`src/rtl/hazard_controller.sv`:
```
// rtl/hazard_controller.sv - 5-stage pipeline stall/flush sequencer with performance counters
// Optional dmem watchdog enabled by defining HAZ_WATCHDOG_EN.
module hazard_controller #(
  parameter int REG_W      = 5,
  parameter int CNT_W      = 32,
  parameter int WDOG_LIMIT = 1024
) (
  input  logic             CLK,
  input  logic             RST,
  input  logic             ihit,
  input  logic             dhit,
  input  logic             mem_dREN,
  input  logic             mem_dWEN,
  input  logic             mem_branchTaken,
  input  logic             wb_halt,
  input  logic             ex_memRead,
  input  logic [REG_W-1:0] ex_writeReg,
  input  logic [REG_W-1:0] id_rs,
  input  logic [REG_W-1:0] id_rt,
  input  logic             id_usesRt,
  output logic             pc_en,
  output logic             ifid_en,
  output logic             idex_en,
  output logic             exmem_en,
  output logic             memwb_en,
  output logic             ifid_flush,
  output logic             idex_flush,
  output logic             exmem_flush,
  output logic             halt,
  output logic [CNT_W-1:0] cycle_cnt,
  output logic [CNT_W-1:0] stall_cnt,
  output logic [CNT_W-1:0] flush_cnt,
  output logic             mem_timeout
);

  typedef enum logic [1:0] {RUN, REDIRECT, HALTED} state_t;

  state_t state;
  logic   dbusy;
  logic   load_use;

  assign dbusy    = (mem_dREN | mem_dWEN) & ~dhit;
  assign load_use = ex_memRead && (ex_writeReg != '0) &&
                    ((ex_writeReg == id_rs) || (id_usesRt && (ex_writeReg == id_rt)));

  always_comb begin
    pc_en       = 1'b1;
    ifid_en     = 1'b1;
    idex_en     = 1'b1;
    exmem_en    = 1'b1;
    memwb_en    = 1'b1;
    ifid_flush  = 1'b0;
    idex_flush  = 1'b0;
    exmem_flush = 1'b0;
    if (state == HALTED || wb_halt || dbusy) begin
      pc_en    = 1'b0;
      ifid_en  = 1'b0;
      idex_en  = 1'b0;
      exmem_en = 1'b0;
      memwb_en = 1'b0;
    end else if (state == REDIRECT) begin
      // Target already in PC; keep bubbling IF/ID until the fetch returns.
      pc_en      = ihit;
      ifid_flush = 1'b1;
    end else if (mem_branchTaken) begin
      ifid_flush  = 1'b1;
      idex_flush  = 1'b1;
      exmem_flush = 1'b1;
    end else if (load_use) begin
      pc_en      = 1'b0;
      ifid_en    = 1'b0;
      idex_flush = 1'b1;
    end else if (!ihit) begin
      pc_en      = 1'b0;
      ifid_flush = 1'b1;
    end
  end

  function automatic logic [CNT_W-1:0] sat_inc(input logic [CNT_W-1:0] v);
    return (&v) ? v : v + CNT_W'(1);
  endfunction

  always_ff @(posedge CLK or posedge RST) begin
    if (RST) begin
      state     <= RUN;
      halt      <= 1'b0;
      cycle_cnt <= '0;
      stall_cnt <= '0;
      flush_cnt <= '0;
    end else begin
      if (state != HALTED) begin
        cycle_cnt <= sat_inc(cycle_cnt);
        if (!pc_en) stall_cnt <= sat_inc(stall_cnt);
      end
      case (state)
        RUN: begin
          if (wb_halt) begin
            state <= HALTED;
            halt  <= 1'b1;
          end else if (!dbusy && mem_branchTaken) begin
            flush_cnt <= sat_inc(flush_cnt);
            if (!ihit) state <= REDIRECT;
          end
        end
        REDIRECT: begin
          if (wb_halt) begin
            state <= HALTED;
            halt  <= 1'b1;
          end else if (ihit && !dbusy) begin
            state <= RUN;
          end
        end
        default: state <= HALTED;
      endcase
    end
  end

`ifdef HAZ_WATCHDOG_EN
  localparam int WD_W = $clog2(WDOG_LIMIT + 1);

  logic [WD_W-1:0] wdog_cnt;

  // Counts consecutive busy cycles; saturates at the limit so the flag stays meaningful.
  always_ff @(posedge CLK or posedge RST) begin
    if (RST) begin
      wdog_cnt    <= '0;
      mem_timeout <= 1'b0;
    end else if (!dbusy) begin
      wdog_cnt <= '0;
    end else if (wdog_cnt != WD_W'(WDOG_LIMIT)) begin
      wdog_cnt <= wdog_cnt + WD_W'(1);
      if (wdog_cnt == WD_W'(WDOG_LIMIT - 1)) mem_timeout <= 1'b1;
    end
  end
`else
  assign mem_timeout = 1'b0;
`endif

endmodule
```
`config.mk`:
```
export PLATFORM = sky130hd
export DESIGN_NAME = hazard_controller
export DESIGN_NICKNAME = d
export VERILOG_FILES = /design/src/rtl/hazard_controller.sv
export SDC_FILE = /design/constraint.sdc
export NUM_CORES = 1
export LEC_CHECK = 0
export ABC_CLOCK_PERIOD_IN_PS = 5200
export BUFFER_PORTS_ARGS = -buffer_cell sky130_fd_sc_hd__buf_2
export CORE_UTILIZATION = 55
export CTS_BUF_LIST = sky130_fd_sc_hd__clkbuf_16
export DETAILED_ROUTE_END_ITERATION = 10
export GPL_TIMING_DRIVEN = 0
export PLACE_DENSITY = 0.9
export SLEW_MARGIN = 15
export SYNTH_ARGS = -nofsm -noshare
export SYNTH_HDL_FRONTEND = slang
export SYNTH_SLANG_ARGS = --single-unit
```
`constraint.sdc`:
```
create_clock -name CLK -period 5.2 [get_ports CLK]
set_clock_uncertainty 0.2 [all_clocks]
set_input_delay 1.04 -clock CLK [delete_from_list [all_inputs] [get_ports CLK]]
set_output_delay 1.04 -clock CLK [all_outputs]
set_load 0.01 [all_outputs]
```
==> results_dict.tcl <==
set metrics [dict create \
    yosys_most_used_dff "dfrtp_1" \
    power_uw 1454 \
    drt_pass1_iterations 4 \
    drive_gt1_share_pct 25.97 \
    slew_violations 0 \
    grt_pass1_vias 3882 \
    core_area_sq_mm 0.008678 \
    clockRootBuffer "clkbuf_16" \
    yosys-top-cells-area "dfrtp_1 50%, xnor2_1 12%, xor2_1 6.2%, nand4_1 4.6%, nand3_1 3.9%" \
    postCtsHoldBufs 0 \
    drt_iter0_markers 162 \
    ys_warn_count 0 \
    fin_crit_ns 4.080 \
    crit_path_end_kind "primary output" \
    tightest_slew_ns 1.115 \
    rsz0062_at_grt "no" \
    drc 0 \
    grt_pass1_wl_mm 18.06 \
    maxCapViolations 0 \
    start_util_pct 56.70 \
    viasPerCell 5.677 \
    synth-seq-cells 99 \
    synth_edf_count 0 \
    setup_viol 0 \
    dp_hpwl_mm 8.429 \
    dieArea_sq_mm 0.009330 \
    start_kind "input pin" \
    grt_use_total_pct 25.21 \
    synthArstFlopShare_pct 100.0 \
    routed_wl_mm 11.28 \
    antenna_found_initial 0 \
    syn_avg_cell_area_sq_um 10.36 \
    synthCells 475 \
    status "complete, no violations" \
    p_per_area_mw_per_mm2 241.8 \
    clk_latency_ns 0.33 \
    die_h_um 96.59 \
    yosysUniqueCellTypes 43 \
    hold_path_class "reg2reg" \
    max_freq_ghz 0.2451 \
    gr-total-overflow 0 \
    whs_ns 0.2768 \
    netlist.top_cell.by_area "dfrtp_1" \
    leakagePower_uw 0.003119 \
    period_share_pct 78.46 \
    cp.arrival_ns 2.84 \
    hold_viol_final 0 \
    fillCellCount 656 \
    syn-num-nets 503 \
    clockBufferDepth 2 \
    layout.cells.most_common "buf_2" \
    grt_max_degree 59 \
    dieWidth_um 96.59 \
    area_delta_synth_final_pct 22.22 \
    crit_type "in2out" \
    vias 4133 \
    portBuffers 129 \
    yosysSeqAreaShare_pct 50.34 \
    cts_tree "built" \
    synth_area_sq_mm 0.004921 \
    cts_sinks 99 \
    routedWlPerCell_um 15.49 \
    io-pin-count 131 \
    cts_resized 0 \
    htree_levels 3 \
    slew_headroom_pct 24.96 \
    gp_congestion 0.9250 \
    cts_buffers 9 \
    layout_common_cells "129 x buf_2, 99 x dfrtp_1, 68 x xnor2_1" \
    row_count 34 \
    final.setup.tns_ns 0 \
    peakVddDrop_mv 0.1674 \
    cp_max_fo 10 \
    cts.clk_slew.worst_paths_ns 0.06 \
    layout.nets 644 \
    num_antenna_cells 0 \
    post_cts_buffers 0 \
    critPathRequiredTime_ns 3.96 \
    ant_nets 0 \
    netlist.area_leader.share_pct 50.34 \
]
[cell type report]
class	instances	area [sq um]	area share, %
inverter	16	62.56	1.040
buffer	10	56.30	0.9361
tap	108	135.1	2.247
clock inverter	6	57.56	0.9569
timing repair buffer	130	673.1	11.19
clock buffer	9	225.2	3.745
sequential	99	2477	41.19
multi-input combinational	350	2327	38.69
[critical path, stage by stage]
cell and delay, ns:
buf_2 0.12, xor2_1 0.15, nor4_1 0.34, a32oi_1 0.23, o21ai_1 0.36, clkbuf_1 0.38
inv_1 0.07, buf_2 0.15
[metal layers]
layer / GRT usage, % / vias up / routed length, um
li1: - / 1937 / -
met1: 31.11 / 2051 / 4719
met2: 41.84 / 120 / 5733
met3: 5.556 / 25 / 532
met4: 12.13 / 0 / 291
met5: 0 / - / 0
[sequential cells by signal (all words and copies together) (netlist names)]
name	count
flush_cnt	32
cycle_cnt	32
halt	1
state	2
stall_cnt	32
[per-stage QoR]
step | utilization, % | std cells | instance area, sq um | worst slack [ns]
after floorplan | - | 475 | 4921 | 1.370
after global placement | 65.70 | 712 | 5702 | 0.3384
after detailed placement | 66.05 | 713 | 5732 | 1.142
after CTS | 69.31 | 728 | 6015 | 1.137
after global routing | 69.31 | 728 | 6015 | 0.9696
final | 69.31 | 728 | 6015 | 1.120
[cells in the mapped netlist (2+ instances only)]
cell type and instances:
a31oi_2 2, clkbuf_1 6, inv_1 16, a21oi_1 4, buf_4 3, o21ai_0 3, nor2b_1 5, a31o_2 2
nor3_1 18, and2_1 7, nor4_4 2, nand2_1 36, xor2_1 35, or3_1 2, dfrtp_1 99, and3_1 22
mux2_2 2, ha_1 3, nor2_1 28, and4_1 7, nand4_1 36, or4_1 3, nor4_1 8, nand2b_1 3
nand3_1 38, xnor2_1 68
[path summary, 6_finish.rpt]
path,from,end,slack [ns],depth (start not counted)
worst max register to register,flush_cnt[20],flush_cnt[29],2.39,5
worst min-delay path,halt,halt,0.28,1
max in group asynchronous,RST,stall_cnt[2],3.58,3
min in group asynchronous,RST,flush_cnt[31],0.56,2
worst min register to register,halt,halt,0.28,1
worst max-delay path,ex_writeReg[3],pc_en,1.12,8
[kinds of logic after synthesis]
kind of cell	Yosys count	synth area share, %
fa+ha+maj	3	0.7629
simple gates	224	25.22
buf+inv	26	2.365
compound gates	17	2.441
mux	2	0.4576
xor+xnor	103	18.33
other cells	1	0.07620
flops	99	50.34
[power breakdown]
group | switching, uW | internal (uW) | total [uW]
logic | 28.9 | 16.4 | 45.3
clock network | 270 | 366 | 636
registers | 1.59 | 771 | 773
No activity file was read; power rests on OpenSTA's default activity.
